File: src/rtl/ift_trace_capture.sv
// ift_trace_capture: samples an observed {Q, Q_t} pair while armed and queues
// timestamped change records in a small FIFO behind a valid/ready port.
// Sticky flags record dropped captures and the first tainted record.
module ift_trace_capture #(
  parameter int unsigned DATA_W  = 2,
  parameter int unsigned TAINT_W = 32,
  parameter int unsigned DEPTH   = 4,
  parameter int unsigned TS_W    = 16
) (
  input  logic                              CLK,
  input  logic                              ARST_N,
  input  logic                              CLR,
  input  logic                              CAP_EN,
  input  logic [DATA_W-1:0]                 Q_IN,
  input  logic [TAINT_W-1:0]                Q_T_IN,
  output logic                              REC_VALID,
  input  logic                              REC_READY,
  output logic [TS_W+TAINT_W+DATA_W-1:0]    REC_DATA,
  output logic [$clog2(DEPTH+1)-1:0]        COUNT,
  output logic                              OVERFLOW,
  output logic                              TAINT_SEEN,
  output logic [TS_W-1:0]                   FIRST_TAINT_TS
);

  localparam int unsigned SMP_W = TAINT_W + DATA_W;
  localparam int unsigned REC_W = TS_W + SMP_W;
  localparam int unsigned PTR_W = $clog2(DEPTH);
  localparam int unsigned CNT_W = $clog2(DEPTH + 1);
  localparam logic [CNT_W-1:0] FULL_CNT = CNT_W'(DEPTH);

  typedef enum logic [1:0] {
    IDLE  = 2'd0,
    PRIME = 2'd1,
    WATCH = 2'd2
  } state_t;

  state_t              state;
  state_t              state_nxt;
  logic                capture;
  logic                push;
  logic                pop;
  logic                full;
  logic [SMP_W-1:0]    sample;
  logic [SMP_W-1:0]    last;
  logic [TS_W-1:0]     ts;
  logic [PTR_W-1:0]    wptr;
  logic [PTR_W-1:0]    rptr;
  logic [CNT_W-1:0]    count;
  logic [REC_W-1:0]    mem [DEPTH];

  assign sample    = {Q_T_IN, Q_IN};
  assign full      = (count == FULL_CNT);
  assign REC_VALID = (count != '0);
  assign pop       = REC_VALID && REC_READY;
  // A full FIFO still accepts a push when the head leaves on the same edge.
  assign push      = capture && (!full || pop);
  assign COUNT     = count;
  // Head is gated so nothing stale leaks out while the FIFO is empty.
  assign REC_DATA  = REC_VALID ? mem[rptr] : '0;

  // State register.
  always_ff @(posedge CLK or negedge ARST_N) begin
    if (!ARST_N) state <= IDLE;
    else         state <= state_nxt;
  end

  // Next-state and capture decision; CLR overrides arming and capture.
  always_comb begin
    state_nxt = state;
    capture   = 1'b0;
    case (state)
      IDLE: begin
        if (CAP_EN) state_nxt = PRIME;
      end
      PRIME: begin
        if (CAP_EN) begin
          capture   = 1'b1;
          state_nxt = WATCH;
        end else begin
          state_nxt = IDLE;
        end
      end
      WATCH: begin
        if (!CAP_EN) state_nxt = IDLE;
        else         capture   = (sample != last);
      end
      default: state_nxt = IDLE;
    endcase
    if (CLR) begin
      state_nxt = IDLE;
      capture   = 1'b0;
    end
  end

  // Free-running timestamp, cleared by CLR.
  always_ff @(posedge CLK or negedge ARST_N) begin
    if (!ARST_N)  ts <= '0;
    else if (CLR) ts <= '0;
    else          ts <= ts + 1'b1;
  end

  // Last-sample register follows every capture, including dropped ones.
  always_ff @(posedge CLK or negedge ARST_N) begin
    if (!ARST_N)      last <= '0;
    else if (capture) last <= sample;
  end

  // FIFO pointers and occupancy.
  always_ff @(posedge CLK or negedge ARST_N) begin
    if (!ARST_N) begin
      wptr  <= '0;
      rptr  <= '0;
      count <= '0;
    end else if (CLR) begin
      wptr  <= '0;
      rptr  <= '0;
      count <= '0;
    end else begin
      if (push) wptr <= wptr + 1'b1;
      if (pop)  rptr <= rptr + 1'b1;
      case ({push, pop})
        2'b10:   count <= count + 1'b1;
        2'b01:   count <= count - 1'b1;
        default: count <= count;
      endcase
    end
  end

  // FIFO storage.
  always_ff @(posedge CLK) begin
    if (push) mem[wptr] <= {ts, sample};
  end

  // Sticky overflow and first-taint status.
  always_ff @(posedge CLK or negedge ARST_N) begin
    if (!ARST_N) begin
      OVERFLOW       <= 1'b0;
      TAINT_SEEN     <= 1'b0;
      FIRST_TAINT_TS <= '0;
    end else if (CLR) begin
      OVERFLOW       <= 1'b0;
      TAINT_SEEN     <= 1'b0;
      FIRST_TAINT_TS <= '0;
    end else begin
      if (capture && !push) OVERFLOW <= 1'b1;
      if (push && (Q_T_IN != '0) && !TAINT_SEEN) begin
        TAINT_SEEN     <= 1'b1;
        FIRST_TAINT_TS <= ts;
      end
    end
  end

endmodule

File: config.mk
export PLATFORM = sky130hd
export DESIGN_NAME = ift_trace_capture
export DESIGN_NICKNAME = d
export VERILOG_FILES = /design/src/rtl/ift_trace_capture.sv
export SDC_FILE = /design/constraint.sdc
export NUM_CORES = 1
export LEC_CHECK = 0
export ABC_AREA = 1
export CORE_ASPECT_RATIO = 0.9
export CORE_MARGIN = 5
export CORE_UTILIZATION = 52
export DETAILED_ROUTE_END_ITERATION = 8
export PLACE_DENSITY = 0.76
export SLEW_MARGIN = 5
export SYNTH_ARGS = -nofsm -noshare
export SYNTH_HDL_FRONTEND = slang
export SYNTH_SLANG_ARGS = --single-unit
File: constraint.sdc
create_clock -name CLK -period 4.3 [get_ports CLK]
set_clock_uncertainty 0.2 [all_clocks]
set_input_delay 1.075 -clock CLK [delete_from_list [all_inputs] [get_ports CLK]]
set_output_delay 1.075 -clock CLK [all_outputs]
set_load 0.02 [all_outputs]
== Yosys cells after proc, flatten, opt, wreduce, memory -nomap -nowiden ==
Memory sizes are Yosys's and may differ from the RTL's.
Index checks and enable logic that the tools add are counted.
Operators by class
  add/sub/neg operators: 5
  multiply operators: 0
  divide/modulo/power cells: 0
  $lt $le $gt $ge: 0
  eq/ne operators: 8
  shift-type cells: 0
  muxes and demuxes: 25
  bitwise logic cells: 0
  reduce and logical (&&, ||, !) cells: 18
Operators with widths (number)
  $mux W50: 1
  $mux W16: 3
  $ne A34 B34 Y1: 1
  $reduce_bool A32 Y1: 1
  $add A16 B1 Y16 const B: 1
  $mux W2: 8
  $mux W1: 9
  $reduce_bool A2 Y1: 4
  $ne A3 B3 Y1 const B: 2
  $pmux W2 S3: 1
  $pmux W3 S2: 1
  $reduce_bool A3 Y1: 2
  $logic_and A1 B1 Y1: 5
  $add A2 B1 Y2 const B: 2
  $eq A2 B1 Y1 const B: 2
  $eq A2 B2 Y1 const B: 2
  $add A3 B1 Y3 const B: 1
  $eq A3 B3 Y1 const B: 1
  $logic_not A1 Y1: 3
  $mux W3: 1
  $sub A3 B1 Y3 const B: 1
  $logic_not A2 Y1: 1
  $pmux W1 S2: 1
  $reduce_and A2 Y1: 1
  $logic_or A1 B1 Y1: 1
Storage, ports and cells
  bits in registers: 77
  bits in latches: 0
  RAM bits: 200
  ROM bits: 0
  input bits: 39
  output and inout port bits: 72
  logic and storage cells: 66
  memories: 1
Memories
  mem: depth 4, bits a word 50, read ports 1, clocked after Yosys merged registers in 0, wr ports 1, line 49  | logic [REC_W-1:0] mem [DEPTH];

== Logic depth before layout (Yosys ltp) ==
  depth in word-level cells: 9
  depth in mapped cells: 19
  gate-level depth less buffers: 19

== Worst setup path after synthesis ==
Ideal clock, no wire load.
  path kind: in2reg
  start: input port CLR
  end: memory mem[0][0] (netlist name) (enable)
  setup time: 0.458 ns
  data arrival time: 4.001 ns
  required time: 3.642 ns
  setup slack: -0.359 ns
  cell stages on the path: 8
  buffers on the path: 1
  path through: buf_2 -> inv_2 -> nand2_1 -> nor2_1 -> nand2_4 -> nor2_4 -> inv_2 -> nor2_1
On the way
  cells in the longest elaborated chain, start to end: 4
RTL lines
  start, declared: line 12  | input logic CLR,
  $mux W1: line 89  | if (CLR) begin
  $logic_and A1 B1 Y1: line 56  | assign push = capture && (!full || pop);
  $mux W1: line 131  | if (push) mem[wptr] <= {ts, sample};
  $mux W1 (not written as such): line 131
  end, declared: line 49
Every way passes these cells.

== Worst setup path in the final report ==
  start: register rptr[1]
  end: output port REC_DATA[10]
On the way
  cells in the longest elaborated chain, start to end: 2
RTL lines
  start, declared: line 47  | logic [PTR_W-1:0] rptr;
  start signal, assigned: line 120  | if (pop) rptr <= rptr + 1'b1;
  $mem_v2 Z4 W50
  $mux W50: line 59  | assign REC_DATA = REC_VALID ? mem[rptr] : '0;
  end, declared: line 18  | output logic [TS_W+TAINT_W+DATA_W-1:0] REC_DATA,
Every way passes these cells.

==> summary.md <==
| Metric | Value |
|---|---|
| Tcrit/Tclk final | 0.951 |
| Synth-to-layout area growth | 21.8% |
| CTS sink cnt | between 200 and 300 |
| Die height | ~150 um |
| Final #Nets | 1243 |
| Status | finished clean |
| Worst slew pin tran | between 1 and 1.5 ns |
| Max-slew violations | 0 |
| Synth unique cells | 33 |
| Seq/Total Area, Yosys | 0.679 |
| WL per Instance | between 15 and 20 um |
| Root buffer cell | clkbuf_16 |
| Layout fillers | approximately 1700 |
| Die W | about 170 um |
| Remaining Overflow, GRT | 0 |
| Most frequent cells in the layout | nor2_1 (226), edfxtp_1 (200), nand2_1 (112) |
| # hold bufs at CTS | 0 |
| Pre-CTS WS | between 0.3 and 0.4 ns |
| Die ar. | 25600 um2 |
| Routed WL | approximately 26000 um |
| Initial antenna violation count | 0 |
| CP Max Fanout | 37 |
| Critical-path cell list | clkinv_1, buf_4, nor2_1, o21ai_0, a21oi_1, clkdlybuf4s50_1 |
| Num rows | 52 |
| Worst path bufs/invs | 3 |
| Post-CTS Resized | 0 |
| HPWL after DPL | around 17000 um |
| Final Power | between 0.008 and 0.009 W |
| Iteration-0 DRC Markers | about 650 |
| WP data required | 3.02 ns |
| Total number of H-tree levels | 1 |
| PwrDens | 566 nW/um2 |
| Drt drc | 0 |
| Largest net degree at the start of global routing | about 80 |
| Peak supply drop | 0.000354 V |
| Routed vias | 8062 |
| Slew HR | 0.332 |
| Post-layout util | 0.638 |
| Fraction of layout cells with a size suffix above 1 | 0.0937 |
| Vias in the first global route | between 8000 and 9000 |
| Top delay family on crit path | buffers and inverters |
| Max-cap viol count | 0 |
| Min cycle time layout | 4.09 ns |
| PortBufs | 110 |
| Fmax achieved | about 0.24 GHz |
| Clk buf depth | 3 |
| Async set or reset register ratio after synthesis | 0.278 |
| Most common cell after layout, fill and taps aside | nor2_1 |
| Setup repair after global routing missed its margin | false |
| Cts bufs inserted | 28 |
| Worst endpoint data arrival time | between 2 and 3 ns |
| Worst setup EP type | primary output |
| Yosys top cell by area | edfxtp_1 |
| Vias per inst | around 5.3 |
| Antenna cell count | 0 |
| Worst-Skew Late Latency | 0.53 ns |
| Syn_area_per_cell | approximately 11 um2 |
| Clock-pin slew on the worst setup and hold paths | 0.06 ns |
| GP Congestion | roughly 0.8 |
| Syn. warnings | 0 |
| Antenna viol nets, final | 0 |
| Initial core utilization | 0.524 |
| Synth Net Count | around 1100 |
| Final worst slack | 0.209 ns |
| Most used DFF post-synth | edfxtp_1 |
| Final Hold Fails | 0 |
| Hold crit path type | register to register |
| Post-CTS Repair Setup Buffers | 0 |
| Mapped Cells | around 1100 |
| Mapped Area | 11700 um2 |
| Post-synth top area share | 0.514 |
| First drt pass iteration count | 5 |
| First-pass GRT wire length | about 43000 um |
| Global Route Usage Sum | 0.204 |
| Cells after DPL | 1462 |
| Max stage delay on crit path | 0.67 ns |
| CP max stage cell | clkdlybuf4s50_1 |
| Endpoints failing setup | 0 |
| Flops & latches, synth | around 280 |
| Ports | 111 |
| Core Region | 22300 um2 |
| CTS tree | yes |
| Startpoint types | register |
| Top area cells in the synthesized netlist | edfxtp_1 (51%), dfrtp_1 (16%), nor2_1 (7.4%) |
| Number of flops mapped to enable cells by yosys | 200 |
| Layout Cells excl Fill | between 1500 and 2000 |
| Setup Crit Path Kind | register to primary output |
| Leak | between 5 and 6 nW |
## synthesized netlist by cell type (13+ instances only)
master / instances
nand3_1: 42
inv_1: 68
o21ai_0: 98
clkbuf_1: 37
nor2_1: 230
nand4_1: 13
dfrtp_1: 77
a21oi_1: 63
xnor2_1: 21
o21ai_1: 43
edfxtp_1: 200
nand2_1: 112
## flip-flops by register name (all words and copies together) (netlist names), 2 cells and up
| register | flops |
|---|---|
| ts | 16 |
| COUNT | 3 |
| last | 34 |
| wptr | 2 |
| rptr | 2 |
| FIRST_TAINT_TS | 16 |
| state | 2 |
| mem | 200 |
## layout make-up
cell class | instances | area (um2) | area share
flip-flops and latches | 277 | 7940 | 0.557
clock inverters | 16 | 189 | 0.0133
clock buffers | 36 | 802 | 0.0563
well taps | 297 | 372 | 0.0261
multi-input cells | 672 | 3280 | 0.230
repair buffers | 138 | 1370 | 0.0963
inverters | 78 | 293 | 0.0206
## worst reg2reg max path: stages, from the launching register on
cell     delay [ns]
dfrtp_1        0.40
xnor2_1        0.16
nand2_1        0.08
nor2_1         0.12
nand2_1        0.07
nor2_1         0.11
nand3_1        0.10
nand2_1        0.09
nand2_2        0.07
nand2_4        0.09
nand2_1        0.14
fa_1           0.43
xor2_1         0.18
inv_1          0.06
nand2_1        0.06
nand2_1        0.05
nand2_1        0.06
nand2_1        0.05
## routing by layer
metal	vias up	share of wire	global-route usage
met5	-	0	0
met4	0	0.023	0.0518
met3	39	0.057	0.0316
met2	238	0.49	0.347
met1	3893	0.43	0.277
li1	3892	-	-
## per-stage QoR
step                TNS (ns)  cell area [um2]  hold WS, ns
global placement           0            13200        0.276
finish                     0            14200        0.312
CTS                        0            14200        0.315
floorplan             -71.70            11700        0.273
detailed placement         0            13200        0.285
global route               0            14200        0.327
## power breakdown
group | total [W] | internal [W] | leakage, nW | switching (W)
Sequential | 0.00324 | 0.00305 | 2.83 | 0.000185
Combinational | 0.00228 | 0.000944 | 2.14 | 0.00134
Clock | 0.00253 | 0.00156 | 0.492 | 0.000978
## cell families (layout without fill, tap and decap cells)
family / Yosys count / after routing / synth area share
flip-flops: 277 / 277 / 0.679
adder cells (fa/ha/maj): 9 / 9 / 0.0103
multiplexers: 2 / 2 / 0.00193
AND/OR/NAND/NOR: 426 / 426 / 0.155
AO/OA/AOI/OAI: 206 / 206 / 0.0885
XOR/XNOR: 29 / 29 / 0.0217
buffers and inverters: 131 / 268 / 0.0438
## path summary, 6_finish.rpt
path / from / slack (ns) / cells past startpoint / endpoint
max in group asynchronous: ARST_N / 2.62 / 1 / rptr[0]
worst min-delay path: last[2] / 0.31 / 2 / last[2]
worst max-delay path: rptr[1] / 0.21 / 6 / REC_DATA[10]
min in group asynchronous: ARST_N / 0.48 / 1 / ts[14]
worst min register to register: last[2] / 0.31 / 2 / last[2]
worst max register to register: last[10] / 1.67 / 17 / COUNT[2]
No activity file was read; power rests on OpenSTA's default activity.
